**src/rtl/counter_bank_pkg.sv**
```systemverilog
// Shared encodings for the counter bank: channel modes, channel run state and
// the reset value of the saturate-mode terminal-count arming bit.
package counter_bank_pkg;

    localparam logic [1:0] MODE_WRAP    = 2'b00;
    localparam logic [1:0] MODE_SAT     = 2'b01;
    localparam logic [1:0] MODE_ONESHOT = 2'b10;

    typedef enum logic {
        ST_RUN  = 1'b0,
        ST_DONE = 1'b1
    } chan_state_e;

    localparam logic ARMED_RST = 1'b1;

endpackage

```
**src/rtl/counter_chan.sv**
```systemverilog
// One programmable counter channel: clear/load/step with wrap, saturate and
// one-shot terminal behaviour, registered tc pulse and sticky wrap flag.
module counter_chan
    import counter_bank_pkg::*;
#(
    parameter int WIDTH = 8
) (
    input  logic             clk,
    input  logic             rst_n,
    input  logic             clr_i,
    input  logic             load_i,
    input  logic [WIDTH-1:0] load_val_i,
    input  logic             en_i,
    input  logic             dir_i,
    input  logic [1:0]       mode_i,
    input  logic [WIDTH-1:0] max_val_i,
    input  logic             wrap_ack_i,
    output logic [WIDTH-1:0] cnt_o,
    output logic             eq_o,
    output logic             tc_o,
    output logic             wrapped_o,
    output logic             done_o
);

    localparam logic [WIDTH-1:0] ONE = WIDTH'(1);

    logic [WIDTH-1:0] cnt_q, cnt_d;
    chan_state_e      state_q, state_d;
    logic             tc_q, tc_d;
    logic             wrapped_q, wrapped_d;
    logic             armed_q, armed_d;

    logic             halted;
    logic             terminal;
    logic [WIDTH-1:0] limit;
    logic [WIDTH-1:0] load_clamped;

    // Up is terminal at or beyond max_val so a lowered max_val still catches a running count.
    assign terminal     = dir_i ? (cnt_q >= max_val_i) : (cnt_q == '0);
    assign limit        = dir_i ? max_val_i : '0;
    assign load_clamped = (load_val_i > max_val_i) ? max_val_i : load_val_i;
    assign halted       = (state_q == ST_DONE) && (mode_i == MODE_ONESHOT);

    always_comb begin
        cnt_d     = cnt_q;
        state_d   = state_q;
        tc_d      = 1'b0;
        armed_d   = armed_q;
        wrapped_d = wrapped_q & ~wrap_ack_i;
        if (clr_i) begin
            cnt_d   = '0;
            state_d = ST_RUN;
            armed_d = 1'b1;
        end else if (load_i) begin
            cnt_d   = load_clamped;
            state_d = ST_RUN;
            armed_d = 1'b1;
        end else begin
            if (state_q == ST_DONE && mode_i != MODE_ONESHOT) begin
                state_d = ST_RUN;
            end
            if (en_i && !halted) begin
                armed_d = 1'b1;
                if (!terminal) begin
                    cnt_d = dir_i ? (cnt_q + ONE) : (cnt_q - ONE);
                end else begin
                    case (mode_i)
                        MODE_SAT: begin
                            // A clamp onto a moved limit counts as a fresh arrival.
                            tc_d    = armed_q | (cnt_q != limit);
                            cnt_d   = limit;
                            armed_d = 1'b0;
                        end
                        MODE_ONESHOT: begin
                            tc_d    = 1'b1;
                            cnt_d   = limit;
                            state_d = ST_DONE;
                        end
                        default: begin
                            tc_d      = 1'b1;
                            cnt_d     = dir_i ? '0 : max_val_i;
                            wrapped_d = 1'b1;
                        end
                    endcase
                end
            end
        end
    end

    always_ff @(posedge clk or negedge rst_n) begin
        if (!rst_n) begin
            cnt_q     <= '0;
            state_q   <= ST_RUN;
            tc_q      <= 1'b0;
            wrapped_q <= 1'b0;
            armed_q   <= ARMED_RST;
        end else begin
            cnt_q     <= cnt_d;
            state_q   <= state_d;
            tc_q      <= tc_d;
            wrapped_q <= wrapped_d;
            armed_q   <= armed_d;
        end
    end

    assign cnt_o     = cnt_q;
    assign eq_o      = (cnt_q == max_val_i);
    assign tc_o      = tc_q;
    assign wrapped_o = wrapped_q;
    assign done_o    = (state_q == ST_DONE);

endmodule

```
**src/rtl/counter_bank.sv**
```systemverilog
// Bank of NCH independent programmable counters; this level only slices the
// shared buses onto one counter_chan per channel.
module counter_bank
    import counter_bank_pkg::*;
#(
    parameter int WIDTH = 8,
    parameter int NCH   = 4
) (
    input  logic                 clk,
    input  logic                 rst_n,
    input  logic [NCH-1:0]       clr,
    input  logic [NCH-1:0]       load,
    input  logic [NCH*WIDTH-1:0] load_val,
    input  logic [NCH-1:0]       en,
    input  logic [NCH-1:0]       dir,
    input  logic [2*NCH-1:0]     mode,
    input  logic [NCH*WIDTH-1:0] max_val,
    input  logic [NCH-1:0]       wrap_ack,
    output logic [NCH*WIDTH-1:0] cnt,
    output logic [NCH-1:0]       eq,
    output logic [NCH-1:0]       tc,
    output logic [NCH-1:0]       wrapped,
    output logic [NCH-1:0]       done
);

    for (genvar i = 0; i < NCH; i++) begin : g_chan
        counter_chan #(
            .WIDTH(WIDTH)
        ) u_chan (
            .clk       (clk),
            .rst_n     (rst_n),
            .clr_i     (clr[i]),
            .load_i    (load[i]),
            .load_val_i(load_val[i*WIDTH +: WIDTH]),
            .en_i      (en[i]),
            .dir_i     (dir[i]),
            .mode_i    (mode[2*i +: 2]),
            .max_val_i (max_val[i*WIDTH +: WIDTH]),
            .wrap_ack_i(wrap_ack[i]),
            .cnt_o     (cnt[i*WIDTH +: WIDTH]),
            .eq_o      (eq[i]),
            .tc_o      (tc[i]),
            .wrapped_o (wrapped[i]),
            .done_o    (done[i])
        );
    end

endmodule

```
**config.mk**
```make
export PLATFORM = sky130hd
export DESIGN_NAME = counter_bank
export DESIGN_NICKNAME = d
export VERILOG_FILES = /design/src/rtl/counter_bank_pkg.sv /design/src/rtl/counter_chan.sv /design/src/rtl/counter_bank.sv
export SDC_FILE = /design/constraint.sdc
export NUM_CORES = 1
export LEC_CHECK = 0
export CAP_MARGIN = 20
export CELL_PAD_IN_SITES_DETAIL_PLACEMENT = 1
export CELL_PAD_IN_SITES_GLOBAL_PLACEMENT = 2
export CORE_UTILIZATION = 25
export DETAILED_ROUTE_END_ITERATION = 10
export GPL_TIMING_DRIVEN = 1
export PLACE_DENSITY_LB_ADDON = 0.1
export SYNTH_ARGS = -nofsm -noshare
export SYNTH_HDL_FRONTEND = slang
export SYNTH_SLANG_ARGS = --single-unit
export TNS_END_PERCENT = 30
```
**constraint.sdc**
```tcl
create_clock -name clk -period 3.7 [get_ports clk]
set_input_delay 1.11 -clock clk [delete_from_list [all_inputs] [get_ports clk]]
set_output_delay 1.11 -clock clk [all_outputs]
set_load 0.05 [all_outputs]
```
==> results.cfg <==
[grt]
grt.overflow.total = 0
antenna_found_initial = 0
met3_usage_pct = 2.12
met1_usage_pct = 25.0
top_usage_layer = met2
grtUsageTotal_pct = 17.9
grt_util_met2_pct = 29.8
grt_pass1_wl_um = 37200
grt_max_degree = 38
grt_pass1_vias = 6916

[sta]
hold_viol = 0
rsz0062_at_grt = false
tightest_slew_ns = 0.798
setup_viol = 0
min_period_over_period_pct = 98.1
maxSlewHeadroom_pct = 46.3
skew_ns = 0.00766
finalCriticalPeriod_ns = 3.63
fmax_mhz = 275
fin_ws_ns = 0.0686
slew_violations = 0
setup_tns_ns = 0

[drt]
drc = 0
drt_iter0_drc = 268
antenna_left = 0
wire_per_inst_um = 17.0
viasPerCell = 4.94
drtPass1Iterations = 4
via_count = 6603
wirelength_um = 22700

[power_and_ir_drop]
leakage_nw = 3.88
power_mw = 2.66
power_density_mw_per_mm2 = 304
ir_worst_vdd_uv = 195

[critical_path]
reg2reg_to = g_chan[1].u_chan.cnt_o[1]
crit_required_ns = 2.59
rr_startpoint = g_chan[1].u_chan.cnt_o[0]
cp.arrival_ns = 2.52
startpoint_type = input pin
path_max_fanout = 2
rr_worst_depth = 8
crit_path_end_kind = output pin
r2r_setup_slack_ns = 1.13
critPathKind = input pin to output pin

[floorplanning]
dieWidth_um = 161
start_util_pct = 25.7
rows = 57
core_mm2 = 0.0245
die_area_mm2 = 0.0258
io_pins = 142
chipHeight_um = 161

[clocking]
clk_pin_slew_worst_paths_ns = 0.07
ctsHoldBuffers = 0
cts_tree = done
clkSinkCount = 48
post-cts-setup-buffers = 0
cts-buffers-inserted = 5
clockBufferDepth = 2
clk-insertion-delay-late_ns = 0.30
h-tree-depth = 2
cts-root-buf = clkbuf_16

[yosys]
yosysSeqAreaShare_pct = 19.1
ys_types = 61
post-synth-top-area-cell = ha_1
synth_fp_nets = 1007
async_flop_share_pct = 100
postSynthCellCount = 813
synth_area_leaders = ha_1, dfrtp_1, a21oi_1
synth.avg_cell_area_um2 = 7.75
synth_top_area_share_pct = 19.1
synth_flop_cell = dfrtp_1
synth_edf_count = 0
yosys_warnings = 0
ys_seq_elements = 48
synth_area_mm2 = 0.00630

[final_layout]
multi_input_area_mm2 = 0.00467
final_util_pct = 35.7
stdcell_count = 1337
fin_nets = 1206
drive_gt1_share_pct = 11.6
register_area_mm2 = 0.00121
syn_to_final_growth_pct = 38.9
nFillCells = 3015
n_antenna_cell = 0

[placed_design]
dp_hpwl_um = 18600
finalWeightedCongestion = 0.801
dp_cells = 1329
portBuffers = 141
dp_slack_ns = 0.0263

[job]
drv_cap = 0

[min_path]
worstHoldStart = g_chan[1].u_chan.wrapped_o
min_delay_path_depth = 2
hold_class = flip-flop to flip-flop
holdPathEnd = g_chan[1].u_chan.wrapped_o

[status]
status = complete, no violations
[routing by layer]
metal  vias up  wire, um
met3        14       627
met4         0       223
met2       111     10400
met5         -         0
met1      3113     11400
li1       3365         -
[power breakdown]
group | leakage, nW | switching, mW | internal, mW
Sequential | 0.630 | 0.111 | 0.570
Clock | 0.0840 | 0.248 | 0.323
Combinational | 3.16 | 0.788 | 0.621
[per-stage QoR]
step	instance area, um2	hold WS [ns]
floorplan	6300	0.500
global placement	8570	0.522
detailed placement	8570	0.528
CTS	8740	0.543
global route	8760	0.584
finish	8760	0.532
[synthesized netlist by cell type, drive strengths merged (9+ instances only)]
cell and instances:
nor3 16, o21ai 60, dfrtp 44, a21oi 85
mux2 11, inv 67, nor2b 14, o22ai 9
nand2b 10, mux2i 9, ha 96, nand2 76
nand4 13, a22oi 14, o221ai 19, xnor2 26
nand3 32, xor2 13, buf 23, nor2 70
o211ai 13
[final cells by class]
class / count / area share, %
clock buffer: 5 / 1.43
clock inverter: 3 / 0.543
inverter: 67 / 2.87
multi-input combinational: 669 / 53.3
sequential: 48 / 13.8
tap: 324 / 4.63
timing repair buffer: 221 / 23.4
[critical path, stage by stage]
cell,delay [ns]
clkdlybuf4s50_1,0.51
inv_1,0.09
ha_1,0.28
and4_1,0.24
and2_4,0.17
buf_12,0.13
[cells in the final DEF (no fill, tap or decap), drive strengths merged, types with 5 or more instances in the layout]
cell	count
nor2	70
a21boi	5
nand4	13
clkbuf	5
xnor2	26
o221ai	19
a22oi	14
xor2	13
o22ai	9
mux2	11
dfrtp	44
nand2b	10
clkdlybuf4s50	135
inv	67
nand3	32
o211ai	13
nand3b	7
nor3	16
and4	7
o21ai	60
a31oi	7
mux2i	9
ha	96
nor2b	14
a21oi	85
buf	85
nand2	76
[registers in the layout, summed over array words and instances (netlist names)]
name and cells:
g_chan.u_chan.armed_q 4, g_chan.u_chan.tc_o 4, g_chan.u_chan.wrapped_o 4, g_chan.u_chan.cnt_o 32, g_chan.u_chan.done_o 4
[timing repair]
item	CTS	global route
hold endpoints to repair	0	0
endpoints found under the setup margin	0	3
gates resized for setup	0	5
[worst max-delay path by stage]
stage | slack [ns] | end | from
detailed placement | 0.03 | eq[1] | max_val[14]
global placement | -0.008 | g_chan[1].u_chan.cnt_o[1] | max_val[9]
floorplan | 0.61 | eq[3] | max_val[26]
finish | 0.07 | eq[2] | max_val[20]
global route | 0.002 | eq[0] | max_val[7]
CTS | 0.002 | eq[3] | max_val[29]
[logic make-up after synthesis]
family | synth area share (%)
adder cells (fa/ha/maj) | 20.3
multiplexers | 3.39
AO/OA/AOI/OAI | 24.6
buffers and inverters | 6.91
XOR/XNOR | 5.42
flip-flops | 19.1
AND/OR/NAND/NOR | 20.2
No activity file was read; power rests on OpenSTA's default activity.
